**src/rtl/boot_pkg.sv**
```systemverilog
// Shared state encoding, stream constants and checksum helper for the boot loader.
package boot_pkg;

    typedef enum logic [2:0] {
        LEN   = 3'd0,
        DATA  = 3'd1,
        CSUM  = 3'd2,
        DONE  = 3'd3,
        ERROR = 3'd4
    } boot_state_t;

    localparam int unsigned BOOT_LEN_BYTES  = 4;
    localparam int unsigned BOOT_WORD_BYTES = 4;

    function automatic logic [7:0] csum_update(input logic [7:0] acc, input logic [7:0] b);
        return acc ^ b;
    endfunction

endpackage

```
**src/rtl/boot_loader_byte_packer.sv**
```systemverilog
// Packs accepted bytes little-endian into 32-bit words; word_valid_o fires
// combinationally with the 4th byte so the caller can register the write.
module byte_packer
    import boot_pkg::*;
(
    input  logic        clk,
    input  logic        rst,
    input  logic        byte_valid_i,
    input  logic [7:0]  byte_data_i,
    output logic        word_valid_o,
    output logic [31:0] word_o
);

    logic [1:0]  cnt_q, cnt_d;
    logic [31:0] acc_q, acc_d;

    // New bytes enter at the top and shift right, so the first byte lands in [7:0].
    always_comb begin
        word_o       = {byte_data_i, acc_q[31:8]};
        word_valid_o = byte_valid_i && (cnt_q == 2'(BOOT_WORD_BYTES - 1));
        cnt_d        = cnt_q;
        acc_d        = acc_q;
        if (byte_valid_i) begin
            cnt_d = cnt_q + 2'd1;
            acc_d = word_o;
        end else begin
            cnt_d = cnt_q;
            acc_d = acc_q;
        end
    end

    // Byte counter and assembly register.
    always_ff @(posedge clk) begin
        if (!rst) begin
            cnt_q <= 2'd0;
            acc_q <= 32'd0;
        end else begin
            cnt_q <= cnt_d;
            acc_q <= acc_d;
        end
    end

endmodule

```
**src/rtl/boot_loader.sv**
```systemverilog
// Byte-stream program loader: length header, word writes to instruction memory,
// core held in reset until done. Define BOOT_CHECKSUM_EN for the trailing XOR byte.
module boot_loader
    import boot_pkg::*;
#(
    parameter int ADDR_BITS = 10
) (
    input  logic        clk,
    input  logic        rst,
    input  logic        in_valid,
    input  logic [7:0]  in_data,
    output logic        in_ready,
    output logic [3:0]  mem_w_enb,
    output logic [31:0] mem_addr,
    output logic [31:0] mem_w_data,
    output logic        core_rst,
    output logic        done,
    output logic        error
);

    localparam int          IDX_W     = ADDR_BITS - 1;
    localparam logic [31:0] CAP_WORDS = 32'(1) << (ADDR_BITS - 2);

    boot_state_t      state_q, state_d;
    logic [IDX_W-1:0] idx_q, idx_d;
    logic [IDX_W-1:0] len_q, len_d;
    logic             in_ready_q;
    logic [3:0]       mem_w_enb_q;
    logic [31:0]      mem_addr_q;
    logic [31:0]      mem_w_data_q;
    logic             core_rst_q;
    logic             done_q;
    logic             error_q;
`ifdef BOOT_CHECKSUM_EN
    logic [7:0]       csum_q, csum_d;
`endif

    logic        fire_s;
    logic        pack_valid_s;
    logic        word_valid_s;
    logic [31:0] word_s;
    logic        wr_s;

    assign fire_s       = in_valid && in_ready_q;
    assign pack_valid_s = fire_s && ((state_q == LEN) || (state_q == DATA));
    assign wr_s         = word_valid_s && (state_q == DATA);

    byte_packer u_packer (
        .clk          (clk),
        .rst          (rst),
        .byte_valid_i (pack_valid_s),
        .byte_data_i  (in_data),
        .word_valid_o (word_valid_s),
        .word_o       (word_s)
    );

    // Next-state decode: length check, word counting and checksum compare.
    always_comb begin
        state_d = state_q;
        idx_d   = idx_q;
        len_d   = len_q;
`ifdef BOOT_CHECKSUM_EN
        csum_d  = csum_q;
`endif
        case (state_q)
            LEN: begin
                if (word_valid_s) begin
                    len_d = word_s[IDX_W-1:0];
                    if (word_s > CAP_WORDS) begin
                        state_d = ERROR;
                    end else if (word_s == 32'd0) begin
`ifdef BOOT_CHECKSUM_EN
                        state_d = CSUM;
`else
                        state_d = DONE;
`endif
                    end else begin
                        state_d = DATA;
                    end
                end else begin
                    state_d = LEN;
                end
            end
            DATA: begin
`ifdef BOOT_CHECKSUM_EN
                if (fire_s) begin
                    csum_d = csum_update(csum_q, in_data);
                end else begin
                    csum_d = csum_q;
                end
`endif
                if (word_valid_s) begin
                    idx_d = idx_q + IDX_W'(1);
                    if ((idx_q + IDX_W'(1)) == len_q) begin
`ifdef BOOT_CHECKSUM_EN
                        state_d = CSUM;
`else
                        state_d = DONE;
`endif
                    end else begin
                        state_d = DATA;
                    end
                end else begin
                    idx_d = idx_q;
                end
            end
`ifdef BOOT_CHECKSUM_EN
            CSUM: begin
                if (fire_s) begin
                    state_d = (in_data == csum_q) ? DONE : ERROR;
                end else begin
                    state_d = CSUM;
                end
            end
`endif
            DONE:    state_d = DONE;
            ERROR:   state_d = ERROR;
            default: state_d = ERROR;
        endcase
    end

    // State, counters and registered outputs; outputs follow the next state.
    always_ff @(posedge clk) begin
        if (!rst) begin
            state_q      <= LEN;
            idx_q        <= {IDX_W{1'b0}};
            len_q        <= {IDX_W{1'b0}};
            in_ready_q   <= 1'b0;
            mem_w_enb_q  <= 4'h0;
            mem_addr_q   <= 32'd0;
            mem_w_data_q <= 32'd0;
            core_rst_q   <= 1'b1;
            done_q       <= 1'b0;
            error_q      <= 1'b0;
`ifdef BOOT_CHECKSUM_EN
            csum_q       <= 8'd0;
`endif
        end else begin
            state_q     <= state_d;
            idx_q       <= idx_d;
            len_q       <= len_d;
            in_ready_q  <= (state_d == LEN) || (state_d == DATA) || (state_d == CSUM);
            mem_w_enb_q <= wr_s ? 4'hF : 4'h0;
            if (wr_s) begin
                mem_addr_q   <= 32'({idx_q, 2'b00});
                mem_w_data_q <= word_s;
            end
            core_rst_q  <= (state_d != DONE);
            done_q      <= (state_d == DONE);
            error_q     <= (state_d == ERROR);
`ifdef BOOT_CHECKSUM_EN
            csum_q      <= csum_d;
`endif
        end
    end

    assign in_ready   = in_ready_q;
    assign mem_w_enb  = mem_w_enb_q;
    assign mem_addr   = mem_addr_q;
    assign mem_w_data = mem_w_data_q;
    assign core_rst   = core_rst_q;
    assign done       = done_q;
    assign error      = error_q;

endmodule

```
**config.mk**
```make
export PLATFORM = sky130hd
export DESIGN_NAME = boot_loader
export DESIGN_NICKNAME = d
export VERILOG_FILES = /design/src/rtl/boot_pkg.sv /design/src/rtl/boot_loader_byte_packer.sv /design/src/rtl/boot_loader.sv
export SDC_FILE = /design/constraint.sdc
export NUM_CORES = 1
export LEC_CHECK = 0
export BUFFER_PORTS_ARGS = -buffer_cell sky130_fd_sc_hd__buf_2
export CAP_MARGIN = 20
export CORE_AREA = 2 2 95 97
export DETAILED_ROUTE_END_ITERATION = 12
export DIE_AREA = 0 0 97 99
export HOLD_SLACK_MARGIN = 0.08
export PLACE_DENSITY = 0.82
export SLEW_MARGIN = 10
export SYNTH_ARGS = -nofsm -noshare
export SYNTH_HDL_FRONTEND = slang
export SYNTH_SLANG_ARGS = --single-unit
```
**constraint.sdc**
```tcl
create_clock -name clk -period 1.8 [get_ports clk]
set_input_delay 0.36 -clock clk [delete_from_list [all_inputs] [get_ports clk]]
set_output_delay 0.36 -clock clk [all_outputs]
set_load 0.02 [all_outputs]
```
==> metrics.txt <==
Synth top area share between 40% and 50%; final core area utilization 55.7%; Layout fillers a little under 800; Residual DRC 0; Post-synth ARST share 0%; EDFF count, synth 0; Post-Syn Area per Cell ~8.5 um2; fraction of final layout cells sized beyond drive strength 1 ~22%; crit path launch idx_q[1]$_SDFFE_PN0P_; crit path to core_rst$_SDFF_PN1_; synth cell count leaders nand2_1 (161), dfxtp_1 (93), a21boi_0 (76); CP Launch Type flip-flop; Sink Count slightly above 90; IO Pins 83; Buf/Inv on CP 0; Seq/Total Area, Yosys a little under half; Slew headroom about three fifths; Worst Setup End Kind flip-flop; reg-to-reg slack, setup ~58 ps; Syn-to-layout area delta 15.2%; DP HPWL approximately 6500 um; critical path depth 6; Placer Congestion ~0.9; leading area contributor after synthesis dfxtp_1; Setup Viol. Count Final 0; post-DR vias/cell roughly 5.0; Hold Crit Class input pin to flip-flop; worst skew pair latency about 360 ps; Initial DRC Count around 150; gr usage total between 10% and 20%; vias in the first global route approximately 3200; Worst Path Arrival about 2000 ps; Synth Warn # 0; Post-Syn Instances approximately 490; Num CTS Buffers 9; measured slew at the worst slew-check pin slightly below 600 ps; first-pass GRT wire length 14800 um; Seq cells post-synth slightly above 90; largest net degree at the start of global routing 44; Max Freq 0.574 GHz; CORE AREA between 8000 and 9000 um2; most frequent cell after synthesis nand2_1; Max Slew Vio Count 0; R2R Path Start idx_q[1]$_SDFFE_PN0P_; CTS Hold Bufs 0; starting density of the core between 40 and 50%; grt total ovfl 0; Routed Antenna Nets 0; Routed WL 8950 um; status complete, no violations; Critical Path RT 2030 ps; slowest stage delay, CP a little under 400 ps; I/O Buffers 59; Final Critical Period between 1500 and 2000 ps; ranking of synthesized cells by area dfxtp_1 (45%), nand2_1 (15%), a21boi_0 (14%); peak supply drop approximately 0.47 mV; DIE AREA ~9600 um2; crit-path cells ha_4 > nand2_4 > or3_4 > a2111oi_4 > and2_4 > a22oi_1; cell area power density between 700 and 800 nW/um2; leakage power total between 0.0015 and 0.002 uW; final total power between 3000 and 4000 uW; wire per inst 13.6 um; drt pass-1 iters 5; cell with the largest stage delay on the worst path or3_4; worst reg2reg path endpoint core_rst$_SDFF_PN1_; clk buf depth 2; skew final about 7.4 ps; R2R cell count 6; Die Y-Extent a little under 100 um; fin nets 557; Syn Std Cell Area about 4100 um2; Most used DFF post-synth dfxtp_1; # rows 34; maximum fanout along the worst path 4; largest delay contributor family on the critical path simple AND/OR/NAND/NOR gates; DR vias roughly 3300; antenna violations before repair 0; post-synthesis cell type count 47; Crit Path Class flip-flop to flip-flop; clk slew on worst S/H paths about 100 ps; final worst path period share roughly 97%; ant diodes 0; # Max-Cap Violations 0; die width 97 um; root buffer cell clkbuf_8; Final Hold Fails 0; CTS tree built; # H-tree levels 3
==> how the worst min path moves through the flow <==
stage	startpoint	endpoint	slack (ps)	depth (start not counted)
final	in_data[4]	u_packer.acc_q[28]$_SDFFE_PN0P_	260	3
after detailed placement	mem_w_data[17]$_SDFFE_PN0P_	mem_w_data[17]$_SDFFE_PN0P_	460	2
after global placement	mem_addr[10]$_SDFFE_PN0P_	mem_addr[10]$_SDFFE_PN0P_	450	2
after global routing	in_data[5]	u_packer.acc_q[29]$_SDFFE_PN0P_	250	3
after CTS	in_data[5]	u_packer.acc_q[29]$_SDFFE_PN0P_	240	3
after floorplan	u_packer.cnt_q[1]$_SDFFE_PN0P_	u_packer.cnt_q[1]$_SDFFE_PN0P_	450	2
==> final cells by class <==
type / instances / area (um2) / share of cell area [%]
clock inverter: 6 / 56.3 / 1.18
timing repair buffer: 84 / 524 / 11.0
multi-input combinational: 355 / 2040 / 42.9
inverter: 1 / 3.75 / 0.0788
tap: 108 / 135 / 2.84
sequential: 93 / 1870 / 39.3
clock buffer: 10 / 128 / 2.68
==> what timing repair did <==
action / CTS / global route
resized for setup: 0 / 17
setup endpoints to repair: 0 / 28
buffers inserted: 0 / 1
==> per-stage QoR <==
stage	hold slack (ps)	cell area (um2)	setup TNS (ps)	std cells	worst slack, ps
global placement	449	4510	0	640	18.6
floorplan	447	4220	0	508	38.0
detailed placement	455	4510	-7.80	640	-7.80
global route	248	4760	-189	657	-71.5
finish	257	4760	0	657	57.8
CTS	240	4700	0	656	35.4
==> worst register-to-register path, stage by stage, from the launching register on <==
cell and delay, ps:
dfxtp_2 360, ha_4 160, nand2_4 60, or3_4 390, a2111oi_4 370, and2_4 210, a22oi_1 60
==> sequential cells by signal, indices dropped and copies added, names as in the netlist <==
name            flops
idx_q               9
mem_w_data         32
state_q             3
mem_addr            9
done                1
error               1
mem_w_enb           1
u_packer.cnt_q      2
u_packer.acc_q     24
core_rst            1
in_ready            1
len_q               9
==> kinds of logic after synthesis <==
logic type / Yosys count / share of synthesized area, %
buf+inv: 60 / 8.78
xor+xnor: 19 / 4.39
compound gates: 95 / 17.7
mux: 1 / 0.242
other cells: 1 / 0.0907
fa+ha+maj: 2 / 0.605
flops: 93 / 45.0
simple gates: 215 / 23.2
==> layout by cell type, fill, tap and decap left out, types with 3 or more instances in the layout <==
| master | instances |
|---|---|
| nor4_1 | 7 |
| buf_12 | 3 |
| clkbuf_8 | 9 |
| nand2_1 | 159 |
| conb_1 | 23 |
| dfxtp_2 | 6 |
| dfxtp_1 | 86 |
| nor2_1 | 5 |
| a21boi_0 | 76 |
| buf_4 | 21 |
| and2_1 | 10 |
| nor3_1 | 6 |
| xor2_1 | 8 |
| a21boi_1 | 3 |
| buf_2 | 59 |
| nand3_1 | 3 |
| nand4_1 | 4 |
| xnor2_1 | 10 |
==> where the power goes <==
| group | internal, uW | switching, uW |
|---|---|---|
| clock | 531 | 774 |
| sequential | 2070 | 17.0 |
| combinational | 62.1 | 122 |
==> routing by layer <==
metal  global-route usage [%]  wire [um]  up-vias  part of all wire, %
met5                        0          0        -                    0
met4                     5.42        121        0                  1.4
met3                     4.89        470       12                  5.3
met2                     34.2       4520       74                   51
met1                     21.8       3830     1545                   43
li1                         -          -     1680                    -
Note: power is estimated with default switching activity, not from simulation.
